[src/rtl/decode_pkg.sv]
// Shared RV32I decode definitions: opcode values, decode enums and the
// layout of one buffered decode entry.
package decode_pkg;

  localparam logic [6:0] OPC_LOAD     = 7'b0000011;
  localparam logic [6:0] OPC_MISC_MEM = 7'b0001111;
  localparam logic [6:0] OPC_OP_IMM   = 7'b0010011;
  localparam logic [6:0] OPC_AUIPC    = 7'b0010111;
  localparam logic [6:0] OPC_STORE    = 7'b0100011;
  localparam logic [6:0] OPC_OP       = 7'b0110011;
  localparam logic [6:0] OPC_LUI      = 7'b0110111;
  localparam logic [6:0] OPC_BRANCH   = 7'b1100011;
  localparam logic [6:0] OPC_JALR     = 7'b1100111;
  localparam logic [6:0] OPC_JAL      = 7'b1101111;
  localparam logic [6:0] OPC_SYSTEM   = 7'b1110011;

  localparam logic [6:0] FUNC7_BASE = 7'b0000000;
  localparam logic [6:0] FUNC7_ALT  = 7'b0100000;

  typedef enum logic [3:0] {
    IT_NONE   = 4'b0000,
    IT_R      = 4'b0001,
    IT_I_ALU  = 4'b0010,
    IT_LOAD   = 4'b0011,
    IT_STORE  = 4'b0100,
    IT_BRANCH = 4'b0101,
    IT_JAL    = 4'b0110,
    IT_JALR   = 4'b0111,
    IT_LUI    = 4'b1000,
    IT_AUIPC  = 4'b1001,
    IT_FENCE  = 4'b1010,
    IT_SYSTEM = 4'b1011
  } inst_type_e;

  typedef enum logic [2:0] {
    IMM_I    = 3'b000,
    IMM_S    = 3'b001,
    IMM_B    = 3'b010,
    IMM_U    = 3'b011,
    IMM_J    = 3'b100,
    IMM_NONE = 3'b111
  } imm_type_e;

  typedef struct packed {
    logic [6:0] opcode;
    logic [4:0] rd;
    logic [4:0] rs1;
    logic [4:0] rs2;
    logic [2:0] func3;
    logic [6:0] func7;
    inst_type_e inst_type;
    imm_type_e  imm_type;
    logic       rd_we;
    logic       illegal;
  } decoded_t;

  localparam decoded_t DECODED_RESET = '{
    opcode:    7'd0,
    rd:        5'd0,
    rs1:       5'd0,
    rs2:       5'd0,
    func3:     3'd0,
    func7:     7'd0,
    inst_type: IT_NONE,
    imm_type:  IMM_NONE,
    rd_we:     1'b0,
    illegal:   1'b0
  };

  // CSR accesses (func3 != 0) are the only SYSTEM forms that write rd.
  function automatic logic type_writes_rd(input inst_type_e t, input logic [2:0] f3);
    case (t)
      IT_R, IT_I_ALU, IT_LOAD, IT_JAL, IT_JALR, IT_LUI, IT_AUIPC: type_writes_rd = 1'b1;
      IT_SYSTEM: type_writes_rd = (f3 != 3'b000);
      default:   type_writes_rd = 1'b0;
    endcase
  endfunction

endpackage

[src/rtl/decode_stage_imm_gen.sv]
// Immediate generator: builds the sign-extended immediate for each RV32I
// instruction format from the upper instruction bits.
module imm_gen
  import decode_pkg::*;
#(
  parameter int XLEN = 32
) (
  input  logic [31:7]     instr,
  input  imm_type_e       imm_type,
  output logic [XLEN-1:0] imm
);

  logic signed [31:0] imm32;

  always_comb begin
    imm32 = '0;
    case (imm_type)
      IMM_I: imm32 = 32'($signed(instr[31:20]));
      IMM_S: imm32 = 32'($signed({instr[31:25], instr[11:7]}));
      IMM_B: imm32 = 32'($signed({instr[31], instr[7], instr[30:25], instr[11:8], 1'b0}));
      IMM_U: imm32 = $signed({instr[31:12], 12'b0});
      IMM_J: imm32 = 32'($signed({instr[31], instr[19:12], instr[20], instr[30:21], 1'b0}));
      default: imm32 = '0;
    endcase
    imm = XLEN'(imm32);
  end

endmodule

[src/rtl/decode_stage.sv]
// Registered RV32I decode stage: combinational decode feeding a main
// output register plus an optional skid register for full-rate backpressure.
module decode_stage
  import decode_pkg::*;
#(
  parameter int XLEN = 32,
  parameter int RVE  = 0,
  parameter int SKID = 1
) (
  input  logic            clk,
  input  logic            rst,
  input  logic            flush,
  input  logic            in_valid,
  output logic            in_ready,
  input  logic [31:0]     in_instr,
  input  logic [XLEN-1:0] in_pc,
  output logic            out_valid,
  input  logic            out_ready,
  output logic [XLEN-1:0] out_pc,
  output logic [6:0]      opcode,
  output logic [4:0]      rd,
  output logic [4:0]      rs1,
  output logic [4:0]      rs2,
  output logic [2:0]      func3,
  output logic [6:0]      func7,
  output logic [3:0]      inst_type,
  output logic [2:0]      imm_type,
  output logic [XLEN-1:0] imm,
  output logic            rd_we,
  output logic            illegal
);

  decoded_t        dec;
  logic [XLEN-1:0] dec_imm;
  logic            use_rd, use_rs1, use_rs2, use_f3, use_f7, bad;
  logic [2:0]      f3;
  logic [6:0]      f7;

  assign f3 = in_instr[14:12];
  assign f7 = in_instr[31:25];

  always_comb begin
    use_rd  = 1'b0;
    use_rs1 = 1'b0;
    use_rs2 = 1'b0;
    use_f3  = 1'b0;
    use_f7  = 1'b0;
    bad     = 1'b0;
    dec     = DECODED_RESET;
    dec.opcode = in_instr[6:0];
    case (in_instr[6:0])
      OPC_OP: begin
        dec.inst_type = IT_R;
        {use_rd, use_rs1, use_rs2, use_f3, use_f7} = 5'b11111;
        bad = !((f7 == FUNC7_BASE) ||
                (f7 == FUNC7_ALT && (f3 == 3'b000 || f3 == 3'b101)));
      end
      OPC_OP_IMM: begin
        dec.inst_type = IT_I_ALU;
        dec.imm_type  = IMM_I;
        {use_rd, use_rs1, use_f3} = 3'b111;
        // Shift-immediates carry func7 in the upper immediate bits.
        if (f3 == 3'b001) begin
          use_f7 = 1'b1;
          bad    = (f7 != FUNC7_BASE);
        end else if (f3 == 3'b101) begin
          use_f7 = 1'b1;
          bad    = !(f7 == FUNC7_BASE || f7 == FUNC7_ALT);
        end
      end
      OPC_LOAD: begin
        dec.inst_type = IT_LOAD;
        dec.imm_type  = IMM_I;
        {use_rd, use_rs1, use_f3} = 3'b111;
        bad = (f3 == 3'b011) || (f3 == 3'b110) || (f3 == 3'b111);
      end
      OPC_STORE: begin
        dec.inst_type = IT_STORE;
        dec.imm_type  = IMM_S;
        {use_rs1, use_rs2, use_f3} = 3'b111;
        bad = (f3 > 3'b010);
      end
      OPC_BRANCH: begin
        dec.inst_type = IT_BRANCH;
        dec.imm_type  = IMM_B;
        {use_rs1, use_rs2, use_f3} = 3'b111;
        bad = (f3 == 3'b010) || (f3 == 3'b011);
      end
      OPC_JALR: begin
        dec.inst_type = IT_JALR;
        dec.imm_type  = IMM_I;
        {use_rd, use_rs1, use_f3} = 3'b111;
        bad = (f3 != 3'b000);
      end
      OPC_JAL: begin
        dec.inst_type = IT_JAL;
        dec.imm_type  = IMM_J;
        use_rd        = 1'b1;
      end
      OPC_LUI: begin
        dec.inst_type = IT_LUI;
        dec.imm_type  = IMM_U;
        use_rd        = 1'b1;
      end
      OPC_AUIPC: begin
        dec.inst_type = IT_AUIPC;
        dec.imm_type  = IMM_U;
        use_rd        = 1'b1;
      end
      OPC_MISC_MEM: begin
        dec.inst_type = IT_FENCE;
        dec.imm_type  = IMM_I;
        {use_rd, use_rs1, use_f3} = 3'b111;
      end
      OPC_SYSTEM: begin
        dec.inst_type = IT_SYSTEM;
        dec.imm_type  = IMM_I;
        {use_rd, use_rs1, use_f3} = 3'b111;
      end
      default: bad = 1'b1;
    endcase

    if (in_instr[1:0] != 2'b11) bad = 1'b1;
    if ((RVE != 0) && ((use_rd && in_instr[11]) || (use_rs1 && in_instr[19]) ||
                       (use_rs2 && in_instr[24]))) begin
      bad = 1'b1;
    end

    dec.rd    = use_rd  ? in_instr[11:7]  : 5'd0;
    dec.rs1   = use_rs1 ? in_instr[19:15] : 5'd0;
    dec.rs2   = use_rs2 ? in_instr[24:20] : 5'd0;
    dec.func3 = use_f3  ? f3 : 3'd0;
    dec.func7 = use_f7  ? f7 : 7'd0;
    dec.rd_we = type_writes_rd(dec.inst_type, f3) && (dec.rd != 5'd0);

    if (bad) begin
      dec.inst_type = IT_NONE;
      dec.imm_type  = IMM_NONE;
      dec.rd_we     = 1'b0;
      dec.illegal   = 1'b1;
    end
  end

  imm_gen #(.XLEN(XLEN)) u_imm_gen (
    .instr    (in_instr[31:7]),
    .imm_type (dec.imm_type),
    .imm      (dec_imm)
  );

  logic            main_valid_q, main_valid_d;
  decoded_t        main_q, main_d;
  logic [XLEN-1:0] main_pc_q, main_pc_d;
  logic [XLEN-1:0] main_imm_q, main_imm_d;
  logic            skid_valid_q, skid_valid_d;
  decoded_t        skid_q, skid_d;
  logic [XLEN-1:0] skid_pc_q, skid_pc_d;
  logic [XLEN-1:0] skid_imm_q, skid_imm_d;
  logic            in_ready_q, in_ready_d;
  logic            in_fire, out_fire;

  assign in_ready = (SKID != 0) ? in_ready_q : (!main_valid_q || out_ready);
  assign in_fire  = in_valid && in_ready;
  assign out_fire = main_valid_q && out_ready;

  always_comb begin
    main_valid_d = main_valid_q;
    main_d       = main_q;
    main_pc_d    = main_pc_q;
    main_imm_d   = main_imm_q;
    skid_valid_d = skid_valid_q;
    skid_d       = skid_q;
    skid_pc_d    = skid_pc_q;
    skid_imm_d   = skid_imm_q;
    if (flush) begin
      main_valid_d = 1'b0;
      skid_valid_d = 1'b0;
    end else if (!main_valid_q || out_fire) begin
      // in_ready is low whenever skid holds an entry, so skid and a new
      // input never compete for main.
      if (skid_valid_q) begin
        main_valid_d = 1'b1;
        main_d       = skid_q;
        main_pc_d    = skid_pc_q;
        main_imm_d   = skid_imm_q;
        skid_valid_d = 1'b0;
      end else if (in_fire) begin
        main_valid_d = 1'b1;
        main_d       = dec;
        main_pc_d    = in_pc;
        main_imm_d   = dec_imm;
      end else begin
        main_valid_d = 1'b0;
      end
    end else if (in_fire) begin
      skid_valid_d = 1'b1;
      skid_d       = dec;
      skid_pc_d    = in_pc;
      skid_imm_d   = dec_imm;
    end
    in_ready_d = !skid_valid_d;
  end

  always_ff @(posedge clk or negedge rst) begin
    if (!rst) begin
      main_valid_q <= 1'b0;
      main_q       <= DECODED_RESET;
      main_pc_q    <= '0;
      main_imm_q   <= '0;
      skid_valid_q <= 1'b0;
      skid_q       <= DECODED_RESET;
      skid_pc_q    <= '0;
      skid_imm_q   <= '0;
      in_ready_q   <= 1'b1;
    end else begin
      main_valid_q <= main_valid_d;
      main_q       <= main_d;
      main_pc_q    <= main_pc_d;
      main_imm_q   <= main_imm_d;
      skid_valid_q <= skid_valid_d;
      skid_q       <= skid_d;
      skid_pc_q    <= skid_pc_d;
      skid_imm_q   <= skid_imm_d;
      in_ready_q   <= in_ready_d;
    end
  end

  assign out_valid = main_valid_q;
  assign out_pc    = main_pc_q;
  assign opcode    = main_q.opcode;
  assign rd        = main_q.rd;
  assign rs1       = main_q.rs1;
  assign rs2       = main_q.rs2;
  assign func3     = main_q.func3;
  assign func7     = main_q.func7;
  assign inst_type = main_q.inst_type;
  assign imm_type  = main_q.imm_type;
  assign imm       = main_imm_q;
  assign rd_we     = main_q.rd_we;
  assign illegal   = main_q.illegal;

endmodule
[config.mk]
export PLATFORM = sky130hd
export DESIGN_NAME = decode_stage
export DESIGN_NICKNAME = d
export VERILOG_FILES = /design/src/rtl/decode_pkg.sv /design/src/rtl/decode_stage_imm_gen.sv /design/src/rtl/decode_stage.sv
export SDC_FILE = /design/constraint.sdc
export NUM_CORES = 1
export LEC_CHECK = 0
export CORE_MARGIN = 2
export CORE_UTILIZATION = 59
export CTS_BUF_LIST = sky130_fd_sc_hd__clkbuf_2
export DETAILED_ROUTE_END_ITERATION = 10
export MAX_ROUTING_LAYER = met4
export PLACE_DENSITY_LB_ADDON = 0.25
export SLEW_MARGIN = 15
export SYNTH_ARGS = -nofsm -noshare
export SYNTH_HDL_FRONTEND = slang
export SYNTH_SLANG_ARGS = --single-unit
export TNS_END_PERCENT = 30
[constraint.sdc]
create_clock -name clk -period 2.8 [get_ports clk]
set_input_delay 0.84 -clock clk [delete_from_list [all_inputs] [get_ports clk]]
set_output_delay 0.84 -clock clk [all_outputs]
set_load 0.02 [all_outputs]
Yosys cells after proc, flatten, opt, wreduce, memory -nomap -nowiden
Cells that the tools add are included.
Operators by class
  bitwise operators: 2
  multiplexer cells: 33
  $lt $le $gt $ge: 1
  equality and inequality tests: 31
  reductions and logical operators: 32
Operators with widths (count)
  case mux 32 bit (5 select lines): 1
  two-way mux 32 bit: 4
  two-way mux 41 bit: 2
  case mux 4 bit (11 select lines): 1
  == test 7 x 6 -> 1 bit (second input constant): 4
  == test 7 bit (second input constant): 4
  two-way mux 1 bit: 15
  two-way mux 5 bit: 3
  case mux 3 bit (5 select lines): 1
  == test 7 x 5 -> 1 bit (second input constant): 2
  == test 3 x 2 -> 1 bit (second input constant): 4
  == test 3 bit (second input constant): 4
  == test 4 bit (second input constant): 3
  OR reduction 5 bit: 2
  two-way mux 9 bit: 1
  OR reduction 9 bit: 1
  == test 4 x 2 -> 1 bit (second input constant): 2
  == test 4 x 3 -> 1 bit (second input constant): 2
  OR reduction 8 bit: 1
  == test 7 x 2 -> 1 bit (second input constant): 1
  == test 7 x 4 -> 1 bit (second input constant): 1
  logical NOT 7 bit: 1
  logical OR 1 bit: 7
  two-way mux 7 bit: 1
  other kinds (19): 31
Word-level totals
  logic and storage cells: 126
  input bits: 69
  bits in registers: 213
  output and inout bits: 107

Longest topological paths before layout
Gate-level depths: netlist of run 1.
  word-level depth: 12
  mapped depth: 10
  gate-level depth less buffers: 6

Hierarchy
A second synthesis of run 1 with hierarchy kept.
Second synthesis, totals
  cell total of the unflattened synthesis: 1119
  area total of the unflattened synthesis: 9949.5 µm²
By module, submodules not included
  decode_stage: area each 9409.0 µm², times used 1, cells each 1025
  imm_gen: area each 540.5 µm², times used 1, cells each 94

Least setup slack after synthesis of run 1
OpenSTA, ideal clock, no wires.
  path type: input-to-reg
  start point: in in_instr[26]
  end point: reg skid_imm_q[15]
  path slack: -0.030 ns
  data arrival time: 2.748 ns
  stages: 7
  path buffers: 1
  path through: or4_4 -> nor3_1 -> o211ai_1 -> or3_1 -> or4b_1 -> buf_6 -> a31oi_2
On the way
  word-level cells in the longest chain between the ends: 10
  elaborated cells on any way between the ends: 19
RTL lines
  start, declared: RTL line decode_stage.sv:15  | input logic [31:0] in_instr,
  == test 7 x 6 -> 1 bit / logical NOT 7 bit (equally long branches): RTL line decode_stage.sv:56, decode_stage.sv:68, decode_stage.sv:55
  logical OR 1 bit: RTL line decode_stage.sv:68  | bad = !(f7 == FUNC7_BASE || f7 == FUNC7_ALT);
  logical NOT 1 bit: RTL line decode_stage.sv:68
  two-way mux 1 bit: RTL line decode_stage.sv:66  | end else if (f3 == 3'b101) begin
  two-way mux 1 bit: RTL line decode_stage.sv:63  | if (f3 == 3'b001) begin
  case mux 1 bit (7 select lines) (*): RTL line decode_stage.sv:51  | case (in_instr[6:0])
  two-way mux 1 bit (*): RTL line decode_stage.sv:123  | if (in_instr[1:0] != 2'b11) bad = 1'b1;
  two-way mux 9 bit (*): RTL line decode_stage.sv:136  | if (bad) begin
  == test 3 bit (tied with other cells): RTL line decode_stage_imm_gen.sv:17  | case (imm_type)
  case mux 32 bit (5 select lines) (*): RTL line decode_stage_imm_gen.sv:17
  end signal, assigned: RTL line decode_stage.sv:222  | skid_imm_q <= skid_imm_d;
  end, declared: RTL line decode_stage.sv:157  | logic [XLEN-1:0] skid_imm_q, skid_imm_d;
Mark *: on every way between the ends. The rest lies on a longest branch, timed or not.
A chain may end at the register's enable or synchronous reset.

Worst setup path after layout of run 1
  start point: reg main_imm_q[31], in the netlist imm[31]
  end point: out imm[31]
RTL lines
  start, declared: RTL line decode_stage.sv:153  | logic [XLEN-1:0] main_imm_q, main_imm_d;
  start signal, assigned: RTL line decode_stage.sv:218  | main_imm_q <= main_imm_d;
  end, declared: RTL line decode_stage.sv:28  | output logic [XLEN-1:0] imm,
No word-level cell between the ends.

==> flow_summary.yaml, run 1 <==
timing:
  worst_pin_slew_ps: 880
  fin_crit_ps: 2690
  setup_violations: 0
  rsz0062_at_grt: "false"
  drv_slew: 0
  period_share_pct: 96.2
  skew_ps: 97.0
  slew_headroom_pct: 41.3
  hold_viol: 0
  setup_ws_ps: 107
  max_freq_ghz: 0.371
synth:
  syn_inst: 1105
  yosys_register_bits: 213
  avgSynthCellArea_um2: 9.04
  synth_edf_count: 0
  ys_seq_area_share_pct: 53.5
  synth_ff_type: "dfrtp_1"
  ys_top_cells_by_area: "dfrtp_1, nand2_1, a21oi_1"
  yosys.area.top_type: "dfrtp_1"
  synth.top_cell.area_share_pct: 51.6
  async_flop_share_pct: 100
  synth_cell_types: 56
  syn-cell-area_mm2: 0.00999
  syn_nets: 1174
  ys_warn_count: 0
placement:
  port_buffers: 175
  gp_congestion: 0.964
  dp_hpwl_um: 18300
  pre_cts_ws_ps: -657
  dp_cells: 1512
  place_area_mm2: 0.0126
cts:
  postCtsSetupRepairBufs: 0
  clockBufferDepth: 3
  ctsHtreeMaxLevel: 2
  cts-root-buf: "clkbuf_2"
  cts_tree: "built"
  cts.clk_slew.worst_paths_ps: 100
  numCtsBuffers: 53
  clkSinkCount: 213
  clk_latency_ps: 830
pwr:
  p_sw_mw: 2.43
  p_comb_share_pct: 23.7
  p_per_area_mw_per_mm2: 580
  clock_power_share_pct: 26.5
  swShare_pct: 32.0
  finalPower_mw: 7.60
  ir_drop_mv: 0.590
  internal_power_mw: 5.17
  leakagePower_nw: 5.84
  seqPwrFrac_pct: 49.8
flow_run:
  cap_violations: 0
cells_and_area:
  final_cell_mix: "nand2_1, dfrtp_1, clkdlybuf4s50_1"
  design_area_mm2: 0.0131
  drive_gt1_share_pct: 15.9
  layout_commonest_cell: "nand2_1"
  instances_no_fill: 1608
  multiInputGateArea_mm2: 0.00431
  fin_nets: 1417
  syn_to_final_growth_pct: 31.3
  regArea_mm2: 0.00534
  fillCellCount: 1155
floorplan:
  die-area_mm2: 0.0180
  die_y_um: 134
  floorplan.core_area_mm2: 0.0166
  ioPinCount: 176
  start_util_pct: 60.2
  placementRows: 47
  die-width_um: 134
critical_path:
  critPathLaunchType: "register"
  criticalPathCategory: "reg2out"
  critPathTopFamily: "buffers and inverters"
  end_kind: "primary output"
  worstPathRequired_ps: 1960
  critPathMaxFanout: 2
  path_cells: "clkdlybuf4s50_1"
  cp_num_buf_inv: 1
  critPathMaxStageDelay_ps: 660
  crit_arrival_ps: 1850
  slowest_stage: "clkdlybuf4s50_1"
routing:
  wl_per_cell_um: 16.9
  drtIter0Drc: 618
  drt-total-wl_um: 27100
  drc: 0
  antenna_left: 0
  drt_first_pass_iters: 5
  via_per_inst: 5.65
  num_vias: 9081
outcome:
  status: "complete, no violations"
worst_hold_path:
  hp-class: "reg2reg"
global_route:
  track_usage_pct: 31.4
  grt_pass1_vias: 8934
  grt_pass1_wl_um: 44200
  grt_max_degree: 85
  grt_overflow: 0
  antenna_found_initial: 1
==> power by group through the flow <==
stage,sequential (mW),clock (mW),combinational (mW)
floorplan,4.07,0,0.622
global placement,3.82,0,1.75
detailed placement,3.84,0,1.81
CTS,3.79,2.06,1.81
global route,3.83,2.22,1.96
finish,3.79,2.02,1.80
==> per-stage QoR <==
step	setup TNS, ps	util, %	hold WS, ps
final	0	79.1	482
after global routing	0	79.1	500
after CTS	0	79.0	483
after detailed placement	-33930	76.2	462
after global placement	-29750	76.2	451
after floorplan	-84.0	-	441
==> path summary, 6_finish.rpt <==
kind / end / startpoint / slack, ps / cells after the start
max: imm[31] / imm[31] / 110 / 1
min reg2reg: skid_q[37] / skid_q[37] / 480 / 2
max reg2reg: imm[15] / in_ready / 950 / 7
min in group asynchronous: func7[5] / rst / 600 / 2
max in group asynchronous: skid_pc_q[21] / rst / 1440 / 3
min: skid_q[37] / skid_q[37] / 480 / 2
==> cells by family (layout without fill, tap and decap cells) <==
logic type                count (synthesis)  in the layout  share of synthesized area, %
xor gates and xnor gates                  1              1                        0.0877
and+or+nand+nor                         482            482                          22.0
muxes                                    40             40                          4.02
DFF                                     213            213                          53.5
other                                     0              1                             0
buffers and inverters                    96            378                          3.81
AOI/OAI and AO/OA                       273            273                          16.7
==> metal layers <==
layer,up-vias,routed length [um],track usage [%]
li1,4321,-,-
met1,4385,11600,42.3
met2,335,13100,49.5
met3,40,1940,5.44
met4,0,461,9.30
met5,-,0,-
==> timing repair <==
action / 4_1_cts / 5_1_grt
endpoints found under the setup margin: 4 / 0
hold endpoints to repair: 6 / 0
hold buffers: 1 / 0
resized for setup: 4 / 0
==> synthesized netlist by cell type (all sizes together) (13+ instances only) <==
cell and instances:
and3 13, a21oi 95, buf 21, a31oi 23, clkbuf 71, o211ai 15, nand3b 29, o21a 14
nand3 26, dfrtp 206, o21ai 87, mux2i 39, nor3 18, nand2 281, nor2 65
==> registers in the layout, indices dropped and copies added (netlist names), 3 cells and up <==
name,cells
imm,32
out_pc,32
rs2,5
rs1,5
func3,3
skid_q,41
inst_type,4
imm_type,3
opcode,7
skid_pc_q,32
rd,5
func7,7
skid_imm_q,32
==> area by class of cell <==
cell class                      count  area share [%]
Sequential cell                   213            40.8
Multi-Input combinational cell    796            32.9
Timing Repair Buffer              280            20.6
Clock buffer                       85            3.24
Tap cell                          220            2.10
Clock inverter                      9           0.267
Inverter                            4           0.115
Antenna cell                        1          0.0191
Power figures use the tool's default switching activity.
==> inputs of run 2 (changes only) <==
CORE_MARGIN = unset   (was 2)
SKIP_CTS_REPAIR_TIMING = 1   (was unset)
clock period = 3.4 ns   (was 2.8 ns; I/O delays follow)
==> run 2 against run 1 <==
  * Non-clock buffer count down 31
  * Clock skew is 21 ps lower
  * Wire length shrank 2.7%
  * Utilization decreased by 1.9 points
  * Critical path type unchanged
  * Critical path depth unchanged
  * Clock power fell by 15%
  * Hold slack lost 280 ps
  * Largest cell class unchanged
==> flow_summary.yaml, run 2 (synthesis gave the netlist of run 1 again) <==
outcome:
  status: "complete, no violations"
global_route:
  grt_pass1_vias: 8686
  antenna_found_initial: 1
  grt_overflow: 0
  grt_max_degree: 97
  track_usage_pct: 32.0
  grt_pass1_wl_um: 43400
floorplan:
  die-area_mm2: 0.0175
  die_y_um: 132
  start_util_pct: 60.2
  die-width_um: 132
  placementRows: 47
  ioPinCount: 176
  floorplan.core_area_mm2: 0.0166
timing:
  period_share_pct: 89.3
  skew_ps: 76.3
  hold_ws_ps: 202
  hold_viol: 0
  max_freq_ghz: 0.329
  fin_crit_ps: 3040
  rsz0062_at_grt: "false"
  fin_setup_tns_ps: 0
  setup_violations: 0
  setup_ws_ps: 364
  worst_pin_slew_ps: 779
  slew_headroom_pct: 48.1
  drv_slew: 0
routing:
  via_per_inst: 5.69
  drt-total-wl_um: 26400
  wl_per_cell_um: 16.8
  antenna_left: 0
  drc: 0
  drtIter0Drc: 678
  drt_first_pass_iters: 5
  num_vias: 8956
flow_run:
  cap_violations: 0
critical_path:
  worstPathRequired_ps: 2380
  critPathMaxStageDelay_ps: 630
  critPathLaunchType: "register"
  critPathMaxFanout: 3
  path_cells: "clkdlybuf4s50_1"
  critPathTopFamily: "buffers and inverters"
  criticalPathCategory: "reg2out"
  cp_num_buf_inv: 1
  end_kind: "primary output"
  critPathLaunch: "in_ready"
  crit_arrival_ps: 2020
  r2r-start: "skid_valid_q"
  slowest_stage: "clkdlybuf4s50_1"
cells_and_area:
  syn_to_final_growth_pct: 28.2
  drive_gt1_share_pct: 13.9
  finalCoreUtilization_pct: 77.2
  instances_no_fill: 1574
  regMostFlops: "skid_q"
  design_area_mm2: 0.0128
  fin_nets: 1384
  layout_commonest_cell: "nand2_1"
  final_cell_mix: "nand2_1, dfrtp_1, clkdlybuf4s50_1"
  largest_reg_flops: 41
cts:
  ctsHtreeMaxLevel: 2
  clockBufferDepth: 3
  cts.clk_slew.worst_paths_ps: 120
  clkSinkCount: 213
  numCtsBuffers: 51
  clk_latency_ps: 850
  cts_tree: "built"
  cts-root-buf: "clkbuf_2"
placement:
  dp_hpwl_um: 17400
  pre_cts_ws_ps: -235
  dp_cells: 1482
  place_area_mm2: 0.0123
  port_buffers: 175
  gp_congestion: 0.911
pwr:
  ir_drop_mv: 0.378
  internal_power_mw: 4.29
  clock_power_share_pct: 27.4
  seqPwrFrac_pct: 49.6
  leakagePower_nw: 5.66
  p_sw_mw: 2.00
  finalPower_mw: 6.29
  p_comb_share_pct: 23.0
  p_per_area_mw_per_mm2: 492
  swShare_pct: 31.8
worst_hold_path:
  hp-class: "in2async"
==> run 2: changes by cell type in the layout (fill, tap and decap cells not counted), moves of 2 or more <==
cell | before | now
buf_12 | 13 | 7
clkdlybuf4s50_1 | 170 | 174
buf_4 | 91 | 67
dlygate4sd2_1 | 4 | 0
clkbuf_2 | 85 | 83
==> run 2: power groups by stage <==
stage | logic (mW) | clock network [mW] | registers (mW)
finish | 1.45 | 1.72 | 3.12
detailed placement | 1.45 | 0 | 3.16
global route | 1.58 | 1.88 | 3.17
floorplan | 0.511 | 0 | 3.35
CTS | 1.46 | 1.75 | 3.12
global placement | 1.41 | 0 | 3.15
==> run 2: final cells by class <==
type,count,area (um2)
tap,220,275
inverter,4,15.0
timing repair buffer,249,2400
antenna,1,2.50
sequential,213,5340
clock buffer,83,415
multi-input combinational,796,4290
clock inverter,8,57.6
fill,1192,3780
==> run 2: per-layer routing <==
| layer | up-vias | share of wire [%] | track usage, % |
|---|---|---|---|
| li1 | 4261 | - | - |
| met1 | 4317 | 44 | 43.0 |
| met2 | 324 | 47 | 49.0 |
| met3 | 54 | 6.3 | 6.11 |
| met4 | 0 | 2.2 | 10.5 |
| met5 | - | 0 | - |
==> run 2: final timing paths <==
check / to / slack, ps / cells past startpoint
max in group asynchronous: skid_imm_q[2] / 2390 / 2
min reg2reg: skid_pc_q[31] / 480 / 2
max reg2reg: imm[14] / 1080 / 6
min in group clk: skid_pc_q[31] / 480 / 2
min: illegal / 200 / 1
max: in_ready / 360 / 1
==> inputs of run 3 (changes only) <==
CELL_PAD_IN_SITES_DETAIL_PLACEMENT = 1   (was unset)
CELL_PAD_IN_SITES_GLOBAL_PLACEMENT = 2   (was unset)
CORE_UTILIZATION = 36   (was 59)
GPL_TIMING_DRIVEN = 1   (was unset)
SKIP_CTS_REPAIR_TIMING = unset   (was 1)
==> run 3 against run 2 <==
  * Hold slack got worse by 79 ps
  * Critical endpoint is now imm_type[2]
  * Non-clock buffer count increased by 7
  * Total power increased by 3.6%
  * Clock power increased by 13%
  * Critical path type unchanged
  * Sequential power about the same
  * Via count decreased by 0.39%
  * Setup slack got worse by 31 ps
  * Clock-buffer cell count increased by 14
==> flow_summary.yaml, run 3 (synthesis gave the netlist of run 1 again) <==
critical_path:
  r2r_cells: 7
  slowest_stage: "clkdlybuf4s50_1"
  critPathTopFamily: "buffers and inverters"
  worstPathRequired_ps: 2380
  crit_end: "imm_type[2]"
  critPathMaxFanout: 2
  criticalPathCategory: "reg2out"
  cp_num_buf_inv: 1
  critPathLaunch: "imm_type[2]"
  r2r-start: "skid_valid_q"
  critPathMaxStageDelay_ps: 600
  critPathLaunchType: "register"
  crit_arrival_ps: 2050
  path_cells: "clkdlybuf4s50_1"
  end_kind: "primary output"
  crit_cells: 1
  worst-r2r-setup-slack_ps: 1140
  reg2reg_to: "imm[6]"
timing:
  slew_headroom_pct: 53.4
  worst_pin_slew_ps: 699
  fin_crit_ps: 3070
  drv_slew: 0
  rsz0062_at_grt: "false"
  hold_ws_ps: 123
  hold_viol: 0
  skew_ps: 73.4
  period_share_pct: 90.2
  setup_ws_ps: 333
  setup_violations: 0
  max_freq_ghz: 0.326
cts:
  ctsHtreeMaxLevel: 2
  cts_hold_buf: 0
  cts.clk_slew.worst_paths_ps: 110
  cts_tree: "built"
  postCtsSetupRepairBufs: 0
  clkSinkCount: 213
  cts-root-buf: "clkbuf_2"
  clk_latency_ps: 880
  cts_resized: 0
  numCtsBuffers: 59
  clockBufferDepth: 3
cells_and_area:
  drive_gt1_share_pct: 15.2
  syn_to_final_growth_pct: 31.6
  fin_nets: 1399
  finalCoreUtilization_pct: 48.5
  regMostFlops: "skid_q"
  largest_reg_flops: 41
  final_cell_mix: "nand2_1, dfrtp_1, clkdlybuf4s50_1"
  layout_commonest_cell: "nand2_1"
  design_area_mm2: 0.0131
routing:
  num_vias: 8921
  wl_per_cell_um: 17.6
  via_per_inst: 5.09
  drc: 0
  drtIter0Drc: 489
  drt-total-wl_um: 30900
  antenna_left: 0
  drt_first_pass_iters: 4
pwr:
  p_per_area_mw_per_mm2: 496
  ir_drop_mv: 0.202
  leakagePower_nw: 5.76
  finalPower_mw: 6.52
global_route:
  grt_use_met2_pct: 36.0
  antenna_found_initial: 1
  grt_pass1_wl_um: 50500
  grt_pass1_vias: 9249
  use_met1_pct: 30.1
  track_usage_pct: 22.9
  top_usage_layer: "met2"
  grt_max_degree: 129
  grt.met3_usage_pct: 5.03
  grt_overflow: 0
floorplan:
  die-width_um: 169
  placementRows: 60
  floorplan.core_area_mm2: 0.0271
  start_util_pct: 36.9
  die_y_um: 169
  die-area_mm2: 0.0284
  ioPinCount: 176
placement:
  pre_cts_ws_ps: -323
  gp_congestion: 0.858
  port_buffers: 175
  dp_hpwl_um: 20300
  place_area_mm2: 0.0126
flow_run:
  cap_violations: 0
outcome:
  status: "complete, no violations"
worst_hold_path:
  hp-class: "in2async"
## run 3: how the worst min path moves through the flow
stage / startpoint / end / slack [ps] / depth (start not counted)
final: rst / imm[26] / 120 / 1
after global placement: skid_q[1] / skid_q[1] / 460 / 2
after CTS: rst / imm[26] / 120 / 1
after global routing: rst / imm[26] / 150 / 1
after detailed placement: skid_q[18] / skid_q[18] / 460 / 2
after floorplan: skid_imm_q[0] / skid_imm_q[0] / 440 / 2
## run 3: area by class of cell
class	instances	area (um2)
timing repair buffer	256	2460
inverter	4	15.0
sequential	213	5340
clock buffer	97	485
fill	3183	14000
tap	372	465
multi-input combinational	796	4300
clock inverter	12	71.3
antenna	1	2.50
## run 3: per-layer routing
layer  share of wire [%]  wire length, um  up-vias
met5                   0                0        -
li1                    -                -     4301
met1                  47            14400     4402
met4                 1.3              386        0
met2                  47            14500      186
met3                 5.0             1550       32
## run 3: worst reg2reg max path, cell delays in order (launching register included)
cell      delay, ps
dfrtp_4         710
a21oi_1         290
nor2_1          110
and2_2          230
nand2b_1        270
nor4b_4          80
buf_4           170
a221o_1         290
## run 3: power by group
| group | internal (mW) | switching (mW) | leakage [nW] |
|---|---|---|---|
| clock | 0.818 | 1.12 | 0.437 |
| combinational | 0.681 | 0.777 | 2.62 |
| sequential | 2.91 | 0.214 | 2.70 |
## run 3: through the flow
stage / TNS (ps) / cells
global placement: -8380 / 1641
detailed placement: -11280 / 1641
global route: 0 / 1751
finish: 0 / 1751
CTS: 0 / 1750
floorplan: 0 / 1105
